### src/rtl/sprite_vga_driver.sv
// VGA raster timing plus NUM_SPRITES rectangle compositor; sprite attributes shadowed at frame end.
// Optional dashed centre net when SPRITE_VGA_CENTER_NET_EN is defined. All outputs registered once.
module sprite_vga_driver #(
  parameter int H_ACTIVE    = 640,
  parameter int H_FRONT     = 16,
  parameter int H_PULSE     = 96,
  parameter int H_BACK      = 48,
  parameter int V_ACTIVE    = 480,
  parameter int V_FRONT     = 10,
  parameter int V_PULSE     = 2,
  parameter int V_BACK      = 33,
  parameter bit HSYNC_POL   = 1'b0,
  parameter bit VSYNC_POL   = 1'b0,
  parameter int NUM_SPRITES = 3,
  parameter int X_W         = 10,
  parameter int Y_W         = 10,
  parameter int COLOR_BITS  = 1
) (
  input  logic                              clk,
  input  logic                              rst,
  input  logic [NUM_SPRITES*X_W-1:0]          sprite_x,
  input  logic [NUM_SPRITES*Y_W-1:0]          sprite_y,
  input  logic [NUM_SPRITES*X_W-1:0]          sprite_w,
  input  logic [NUM_SPRITES*Y_W-1:0]          sprite_h,
  input  logic [NUM_SPRITES*3*COLOR_BITS-1:0] sprite_color,
  input  logic [NUM_SPRITES-1:0]              sprite_en,
  input  logic [3*COLOR_BITS-1:0]             bg_color,
  output logic                              hsync_s,
  output logic                              vsync_s,
  output logic [COLOR_BITS-1:0]               red_s,
  output logic [COLOR_BITS-1:0]               green_s,
  output logic [COLOR_BITS-1:0]               blue_s,
  output logic                              frame_start_s
);

  localparam int H_TOTAL = H_ACTIVE + H_FRONT + H_PULSE + H_BACK;
  localparam int V_TOTAL = V_ACTIVE + V_FRONT + V_PULSE + V_BACK;
  localparam int HW = $clog2(H_TOTAL);
  localparam int VW = $clog2(V_TOTAL);
  localparam int CW = 3 * COLOR_BITS;
  // Compare widths hold both the counter and the one-bit-wider edge sum.
  localparam int XC = (X_W + 1 > HW) ? X_W + 1 : HW;
  localparam int YC = (Y_W + 1 > VW) ? Y_W + 1 : VW;

  logic [HW-1:0] h_cnt;
  logic [VW-1:0] v_cnt;
  logic          h_last, v_last, active, hs_on, vs_on, started;

  logic [NUM_SPRITES*X_W-1:0] sh_x, sh_w;
  logic [NUM_SPRITES*Y_W-1:0] sh_y, sh_h;
  logic [NUM_SPRITES*CW-1:0]  sh_color;
  logic [NUM_SPRITES-1:0]     sh_en, hit;
  logic [CW-1:0]              pix;
  logic [XC-1:0]              hx;
  logic [YC-1:0]              vy;

  assign h_last = (h_cnt == HW'(H_TOTAL - 1));
  assign v_last = (v_cnt == VW'(V_TOTAL - 1));
  assign active = (h_cnt < HW'(H_ACTIVE)) && (v_cnt < VW'(V_ACTIVE));
  assign hs_on  = (h_cnt >= HW'(H_ACTIVE + H_FRONT)) && (h_cnt < HW'(H_ACTIVE + H_FRONT + H_PULSE));
  assign vs_on  = (v_cnt >= VW'(V_ACTIVE + V_FRONT)) && (v_cnt < VW'(V_ACTIVE + V_FRONT + V_PULSE));
  assign hx     = XC'(h_cnt);
  assign vy     = YC'(v_cnt);

  always_ff @(posedge clk or negedge rst) begin
    if (!rst) begin
      h_cnt <= '0;
      v_cnt <= '0;
    end else begin
      h_cnt <= h_last ? '0 : h_cnt + 1'b1;
      if (h_last) v_cnt <= v_last ? '0 : v_cnt + 1'b1;
    end
  end

  always_ff @(posedge clk or negedge rst) begin
    if (!rst) begin
      sh_x     <= '0;
      sh_y     <= '0;
      sh_w     <= '0;
      sh_h     <= '0;
      sh_color <= '0;
      sh_en    <= '0;
    end else if (h_last && v_last) begin
      sh_x     <= sprite_x;
      sh_y     <= sprite_y;
      sh_w     <= sprite_w;
      sh_h     <= sprite_h;
      sh_color <= sprite_color;
      sh_en    <= sprite_en;
    end
  end

  for (genvar i = 0; i < NUM_SPRITES; i++) begin : g_hit
    logic [XC-1:0] xs, xe;
    logic [YC-1:0] ys, ye;
    assign xs     = XC'(sh_x[i*X_W +: X_W]);
    assign xe     = xs + XC'(sh_w[i*X_W +: X_W]);
    assign ys     = YC'(sh_y[i*Y_W +: Y_W]);
    assign ye     = ys + YC'(sh_h[i*Y_W +: Y_W]);
    assign hit[i] = sh_en[i] && (hx >= xs) && (hx < xe) && (vy >= ys) && (vy < ye);
  end

`ifdef SPRITE_VGA_CENTER_NET_EN
  logic [31:0] v_wide;
  logic        net;
  assign v_wide = 32'(v_cnt);
  assign net    = ((h_cnt == HW'(H_ACTIVE/2 - 1)) || (h_cnt == HW'(H_ACTIVE/2))) && !v_wide[3];
`endif

  // Walk from the highest index down so the lowest-index hit lands last and wins.
  always_comb begin
    pix = '0;
    if (active) begin
      pix = bg_color;
`ifdef SPRITE_VGA_CENTER_NET_EN
      if (net) pix = '1;
`endif
      for (int i = NUM_SPRITES - 1; i >= 0; i--) begin
        if (hit[i]) pix = sh_color[i*CW +: CW];
      end
    end
  end

  always_ff @(posedge clk or negedge rst) begin
    if (!rst) begin
      hsync_s       <= ~HSYNC_POL;
      vsync_s       <= ~VSYNC_POL;
      red_s         <= '0;
      green_s       <= '0;
      blue_s        <= '0;
      frame_start_s <= 1'b0;
      started       <= 1'b0;
    end else begin
      hsync_s       <= hs_on ? HSYNC_POL : ~HSYNC_POL;
      vsync_s       <= vs_on ? VSYNC_POL : ~VSYNC_POL;
      red_s         <= pix[2*COLOR_BITS +: COLOR_BITS];
      green_s       <= pix[COLOR_BITS +: COLOR_BITS];
      blue_s        <= pix[0 +: COLOR_BITS];
      frame_start_s <= started && (h_cnt == '0) && (v_cnt == '0);
      if (h_last && v_last) started <= 1'b1;
    end
  end

endmodule
### config.mk
export PLATFORM = sky130hd
export DESIGN_NAME = sprite_vga_driver
export DESIGN_NICKNAME = d
export VERILOG_FILES = /design/src/rtl/sprite_vga_driver.sv
export SDC_FILE = /design/constraint.sdc
export NUM_CORES = 1
export LEC_CHECK = 0
export ABC_AREA = 1
export CAP_MARGIN = 5
export CORE_MARGIN = 3
export CORE_UTILIZATION = 42
export CTS_CLUSTER_DIAMETER = 120
export DETAILED_ROUTE_END_ITERATION = 7
export GPL_ROUTABILITY_DRIVEN = 0
export GPL_TIMING_DRIVEN = 0
export MAX_ROUTING_LAYER = met4
export PLACE_DENSITY_LB_ADDON = 0.05
export SLEW_MARGIN = 20
export SYNTH_ARGS = -nofsm -noshare
export SYNTH_HDL_FRONTEND = slang
export SYNTH_SLANG_ARGS = --single-unit
### constraint.sdc
create_clock -name clk -period 7.7 [get_ports clk]
set_clock_uncertainty 0.2 [all_clocks]
set_input_delay 1.54 -clock clk [delete_from_list [all_inputs] [get_ports clk]]
set_output_delay 1.54 -clock clk [all_outputs]
set_load 0.02 [all_outputs]
==> results.sh, run 1 <==
export IMPL_status="completed"
export IMPL_required_ns=7.81
export IMPL_htree_num_levels=4
export IMPL_p_leak_nw=7.19
export IMPL_cp_arrival_ns=3.80
export IMPL_dp_hpwl_mm=23.4
export IMPL_maxCapViolations=0
export IMPL_route_vias_total=10000
export IMPL_drv_slew=0
export IMPL_yosys_warnings=0
export IMPL_hold_path_startpoint="sh_en[2]"
export IMPL_antenna_found_initial=0
export IMPL_core_area_um2=26500
export IMPL_cts_root_buffer="clkbuf_16"
export IMPL_ys_seq_area_share_pct=34.6
export IMPL_setup_viol=0
export IMPL_die_w_um=172
export IMPL_grtUsageTotal_pct=21.8
export IMPL_period_needed_ns=3.69
export IMPL_ant_nets=0
export IMPL_synth_distinct_cells=38
export IMPL_endpoint_kind="register"
export IMPL_worst_slack_ns=4.01
export IMPL_r2r_start="sh_y[0]"
export IMPL_initial_core_util_pct=43.4
export IMPL_die_h_um=172
export IMPL_yosysMostFrequentCell="nand2_1"
export IMPL_path_max_fanout=6
export IMPL_wl_mm=30.3
export IMPL_drt_iter0_markers=530
export IMPL_fmaxAchievable_ghz=0.271
export IMPL_drc=0
export IMPL_clk_path_buf_depth=2
export IMPL_postCtsSetupRepairBufs=0
export IMPL_die_area_um2=29400
export IMPL_min_period_over_period_pct=47.9
export IMPL_postCtsHoldBufs=0
export IMPL_startpoint_type="register"
export IMPL_cts_tree="done"
export IMPL_finalSetupTns_ns=0
export IMPL_synth_seq_cells=159
export IMPL_fin_cells=1989
export IMPL_overflow=0
export IMPL_hold_violations=0
export IMPL_yosys_most_used_dff="dfrtp_1"
export IMPL_final_area_um2=13900
export IMPL_crit_start="sh_y[0]"
export IMPL_cts_buffers=17
export IMPL_syn2layout_area_growth_pct=21.1
export IMPL_rows=59
export IMPL_synth_edf_count=0
export IMPL_grt_max_degree=97
export IMPL_reg2reg_to="red_s"
export IMPL_relSlewSlack_pct=31.0
export IMPL_post_cts_resized=0
export IMPL_clk_latency_ns=0.43
export IMPL_drive_gt1_share_pct=4.11
export IMPL_nFillCells=2601
export IMPL_wl_per_cell_um=15.2
export IMPL_synth_top_cells_by_count="nand2_1 (480), ha_1 (178), inv_1 (169)"
export IMPL_pre_cts_slack_ns=4.05
export IMPL_placed_cell_area_um2=13400
export IMPL_worst_slew_pin_slew_ns=1.03
export IMPL_syn_nets=1800
export IMPL_grt_first_pass_wirelength_mm=49.3
export IMPL_ys_top_cells_by_area="dfrtp_1 (34%), ha_1 (19%), nand2_1 (16%)"
export IMPL_n_antenna_cell=0
export IMPL_powerDensity_nw_per_um2=126
export IMPL_hold_path_class="reg -> reg"
export IMPL_ir_worst_vdd_mv=0.129
export IMPL_timing_critical_path_to="red_s"
export IMPL_cts_clk_slew_worst_paths_ns=0.07
export IMPL_reg2reg_slack_ns=4.01
export IMPL_viasPerCell=5.03
export IMPL_cts_sinks=159
export IMPL_avgSynthCellArea_um2=7.78
export IMPL_place_inst=1957
export IMPL_synthesis_instances=1479
export IMPL_port_buffers=142
export IMPL_syn_area_um2=11500
export IMPL_final_nets=1962
export IMPL_reg2reg_depth=21
export IMPL_rsz0062_at_grt="no"
export IMPL_synth_largest_area_cell="dfrtp_1"
export IMPL_grt_pass1_vias=9782
export IMPL_firstDrtPassIters=5
export IMPL_num_io_pins=143
export IMPL_synth_top_area_share_pct=34.1
export IMPL_criticalPathCategory="reg -> reg"
export IMPL_synth_async_reset_ratio_pct=100
[flip-flops by register name, indices dropped and copies added (netlist names), 3 cells and up]
signal / cells
h_cnt: 10
sh_color: 9
sh_en: 3
sh_h: 30
sh_w: 30
sh_x: 30
sh_y: 30
v_cnt: 10
[how the worst min path moves through the flow]
stage | endpoint | slack (ns) | depth (start not counted)
floorplan | started | 0.24 | 1
global placement | sh_en[2] | 0.26 | 2
detailed placement | sh_en[1] | 0.26 | 2
CTS | sh_en[1] | 0.28 | 2
global route | sh_w[10] | 0.30 | 2
finish | sh_en[2] | 0.28 | 2
[report_power, final]
part | total [mW] | switching [mW] | internal [mW]
clock | 0.823 | 0.389 | 0.434
combinational | 0.0944 | 0.0309 | 0.0635
sequential | 0.836 | 0.000193 | 0.836
total | 1.75 | 0.420 | 1.33
[layout by cell type (no fill, tap or decap), drive strengths merged, types with 2 or more instances in the layout]
cell type / instances
o211ai: 11
nor3: 21
nand3: 42
o2111ai: 3
nand4: 18
xnor2: 15
o21bai: 5
dfstp: 2
o31ai: 2
nor4: 7
nor2: 86
fa: 6
dfrtp: 157
buf: 26
a21oi: 102
clkbuf: 25
o21a: 8
ha: 178
xor2: 37
inv: 180
clkinv: 5
o21ai: 81
a211oi: 2
a21o: 6
a31oi: 4
clkdlybuf4s50: 141
nand2: 480
[worst max-delay path, cell delays in order (launching register included)]
cell and delay (ns):
dfrtp_1 0.48, ha_1 0.23, inv_1 0.06, fa_1 0.42, o21ai_1 0.29, a21oi_1 0.11
o21ai_0 0.19, xor2_1 0.23, ha_1 0.28, a21oi_1 0.16, o21a_1 0.13, nand2_1 0.04
nand2_1 0.05, nand2_1 0.05, nand2_1 0.05, nand2_1 0.04, nand2_1 0.05, nor2_1 0.04
nor2_2 0.27, nand2_1 0.09, nand2_1 0.07, a21oi_1 0.05
[area by class of cell]
cell class	instances	area, µm²	area share (%)
Clock inverter	14	120	0.862
Multi-Input combinational cell	1118	6690	48.0
Sequential cell	159	3980	28.6
Clock buffer	18	439	3.15
Timing Repair Buffer	143	1450	10.4
Buffer	31	191	1.37
Inverter	171	642	4.61
Tap cell	335	419	3.01
[routing by layer]
metal / GRT usage [%] / routed length, µm / up-vias
li1: - / - / 5173
met1: 31.1 / 15500 / 4624
met2: 33.6 / 13100 / 196
met3: 2.87 / 1350 / 21
met4: 4.44 / 346 / 0
met5: - / 0 / -
[stage by stage]
stage               power, mW  hold slack, ns  util (%)
finish                   1.75           0.276      52.6
global placement        0.946           0.255      50.4
floorplan               0.855           0.240         -
CTS                      1.77           0.278      52.6
detailed placement      0.947           0.260      50.5
global route             1.81           0.302      52.6
[logic make-up after synthesis]
kind of cell / Yosys count / share of synthesized area [%]
simple gates: 657 / 23.1
compound gates: 225 / 10.7
buf+inv: 202 / 7.24
fa+ha+maj: 184 / 20.4
flops: 159 / 34.6
xor+xnor: 52 / 3.96
No activity file was read; power rests on OpenSTA's default activity.
==> inputs of run 2 (changes only) <==
==> constraint.sdc (replaced) <==
create_clock -name clk -period 3.2 [get_ports clk]
set_clock_uncertainty 0.2 [all_clocks]
set_input_delay 0.64 -clock clk [delete_from_list [all_inputs] [get_ports clk]]
set_output_delay 0.64 -clock clk [all_outputs]
set_load 0.02 [all_outputs]
==> run 2 against run 1 <==
Compared with the run above:
- the flow now finishes with violations (setup timing)
- non-clock buffer count is 14 higher
- global-route usage increased by 0.20 points
- total power up 140%
- count of clock-buffer cells in the layout is the same
- clock power is 140% higher
- sequential cell count is the same
- fmax up 12%
- via count is 0.32% higher
- combinational power rose by 140%
- critical path type unchanged
- largest power group unchanged
- highest routed layer unchanged
==> results.sh, run 2 (synthesis results as in run 1) <==
export IMPL_status="complete, but fails checks"
export IMPL_violations="setup timing"
export IMPL_holdWs_ns=0.275
export IMPL_layout_common_cells="nand2_1 (477), ha_1 (171), inv_1 (168)"
export IMPL_n_antenna_cell=0
export IMPL_num_io_pins=143
export IMPL_htree_num_levels=4
export IMPL_fmaxAchievable_ghz=0.305
export IMPL_setup_viol=3
export IMPL_reg2reg_slack_ns=-0.08
export IMPL_port_buffers=142
export IMPL_path_max_fanout=6
export IMPL_crit_buf_inv=1
export IMPL_overflow=0
export IMPL_antenna_found_initial=0
export IMPL_cts_buffers=17
export IMPL_grt_pass1_vias=9826
export IMPL_cts_clk_slew_worst_paths_ns=0.06
export IMPL_rsz0062_at_grt="yes"
export IMPL_route_vias_total=10000
export IMPL_viasPerCell=5.02
export IMPL_crit_start="sh_y[0]"
export IMPL_cpMaxStageDelayCell="dfrtp_2"
export IMPL_startpoint_type="register"
export IMPL_rows=59
export IMPL_layout_commonest_cell="nand2_1"
export IMPL_hold_path_class="reg -> reg"
export IMPL_cts_root_buffer="clkbuf_16"
export IMPL_drive_gt1_share_pct=7.19
export IMPL_die_area_um2=29400
export IMPL_die_w_um=172
export IMPL_cts_sinks=159
export IMPL_criticalPathCategory="reg -> reg"
export IMPL_hold_violations=0
export IMPL_grtUsageMet3_pct=2.85
export IMPL_powerDensity_nw_per_um2=296
export IMPL_worst_slack_ns=-0.0835
export IMPL_p_leak_nw=7.28
export IMPL_worst_slew_pin_slew_ns=0.975
export IMPL_drt_iter0_markers=534
export IMPL_crit_top_cell="nand2_1"
export IMPL_firstDrtPassIters=5
export IMPL_ant_nets=0
export IMPL_use_met2_pct=34.1
export IMPL_critical_path_cell_count=21
export IMPL_min_path_cells=2
export IMPL_die_h_um=172
export IMPL_final_nets=1976
export IMPL_fin_util_pct=53.7
export IMPL_r2r_start="sh_y[0]"
export IMPL_required_ns=3.31
export IMPL_placed_cell_area_um2=13400
export IMPL_grtUsageTotal_pct=22.0
export IMPL_initial_core_util_pct=43.4
export IMPL_cp_cell_sequence="ha_4 -> inv_1 -> fa_2 -> o21ai_2 -> a21oi_2 -> o21ai_1 -> xor2_1 -> ha_1 -> a21oi_2 -> o21a_1 -> nand2_1 -> nand2_1 -> nand2_1 -> nand2_1 -> nand2_1 -> nand2_1 -> nor2_2 -> nor2_4 -> nand2_1 -> nand2_1 -> a21oi_2"
export IMPL_final_area_um2=14200
export IMPL_clk_path_buf_depth=2
export IMPL_drc=0
export IMPL_core_area_um2=26500
export IMPL_crit_family="adder cells"
export IMPL_wl_mm=30.9
export IMPL_min_period_over_period_pct=103
export IMPL_power_mw=4.22
export IMPL_timing_critical_path_to="red_s"
export IMPL_grt_max_degree=97
export IMPL_endpoint_kind="register"
export IMPL_reg2reg_depth=21
export IMPL_grt_met1_usage_pct=31.4
export IMPL_ir_worst_vdd_mv=0.310
export IMPL_dp_hpwl_mm=23.4
export IMPL_nFillCells=2575
export IMPL_maxCapViolations=0
export IMPL_syn2layout_area_growth_pct=23.8
export IMPL_grt_first_pass_wirelength_mm=49.7
export IMPL_clk_latency_ns=0.43
export IMPL_drv_slew=0
export IMPL_wl_per_cell_um=15.4
export IMPL_grt_busiest_layer="met2"
export IMPL_crit_path_max_incr_delay_ns=0.44
export IMPL_relSlewSlack_pct=34.4
export IMPL_period_needed_ns=3.28
export IMPL_cts_tree="done"
export IMPL_reg2reg_to="red_s"
export IMPL_cp_arrival_ns=3.40
-- run 2: power breakdown --
| group | switching, mW | internal (mW) | total (mW) | leakage [nW] |
|---|---|---|---|---|
| logic | 0.0750 | 0.154 | 0.229 | 5.50 |
| registers | 0.000465 | 2.01 | 2.01 | 1.50 |
| clock network | 0.935 | 1.04 | 1.98 | 0.281 |
| total | 1.01 | 3.21 | 4.22 | 7.28 |
-- run 2: worst min path at each step --
| stage | end | slack (ns) | from |
|---|---|---|---|
| 3_3_place_gp | sh_en[2] | 0.26 | sh_en[2] |
| 2_1_floorplan | blue_s | 0.14 | rst |
| 4_1_cts | sh_en[1] | 0.28 | sh_en[1] |
| 3_5_place_dp | sh_en[1] | 0.26 | sh_en[1] |
| 5_1_grt | sh_w[6] | 0.30 | sh_w[6] |
| 6_report | sh_en[2] | 0.27 | sh_en[2] |
-- run 2: area by class of cell --
class,count,area (µm²),share of cell area [%]
tap,335,419,2.94
inverter,171,642,4.51
timing repair buffer,157,1560,11.0
sequential,159,3980,28.0
buffer,31,191,1.34
clock inverter,14,120,0.843
clock buffer,18,439,3.08
multi-input combinational,1118,6890,48.3
-- run 2: routing by layer --
| metal | part of all wire (%) | up-vias |
|---|---|---|
| met3 | 4.1 | 19 |
| met1 | 51 | 4657 |
| met4 | 0.93 | 0 |
| met5 | 0 | - |
| li1 | - | 5197 |
| met2 | 44 | 173 |
-- run 2: through the flow --
stage / setup slack (ns) / std cells / setup TNS, ns
after global placement: -5.47 / 1956 / -863.18
after CTS: -0.00643 / 1998 / -0.0104
after floorplan: 0.174 / 1479 / 0
final: -0.0835 / 2003 / -0.232
after detailed placement: -0.454 / 1957 / -1.35
after global routing: -0.270 / 2003 / -0.773
-- run 2: tightest hold or removal path, cell delays in order (launching register included) --
cell     delay [ns]
dfrtp_1        0.34
nand2_1        0.05
nand2_1        0.05
-- run 2: what timing repair did --
action | CTS | global route
resized for setup | 30 | 19
setup buffers | 8 | 5
hold endpoints to repair | 63 | 0
pin swaps | 9 | 26
hold buffers | 1 | 0
endpoints found under the setup margin | 3 | 3
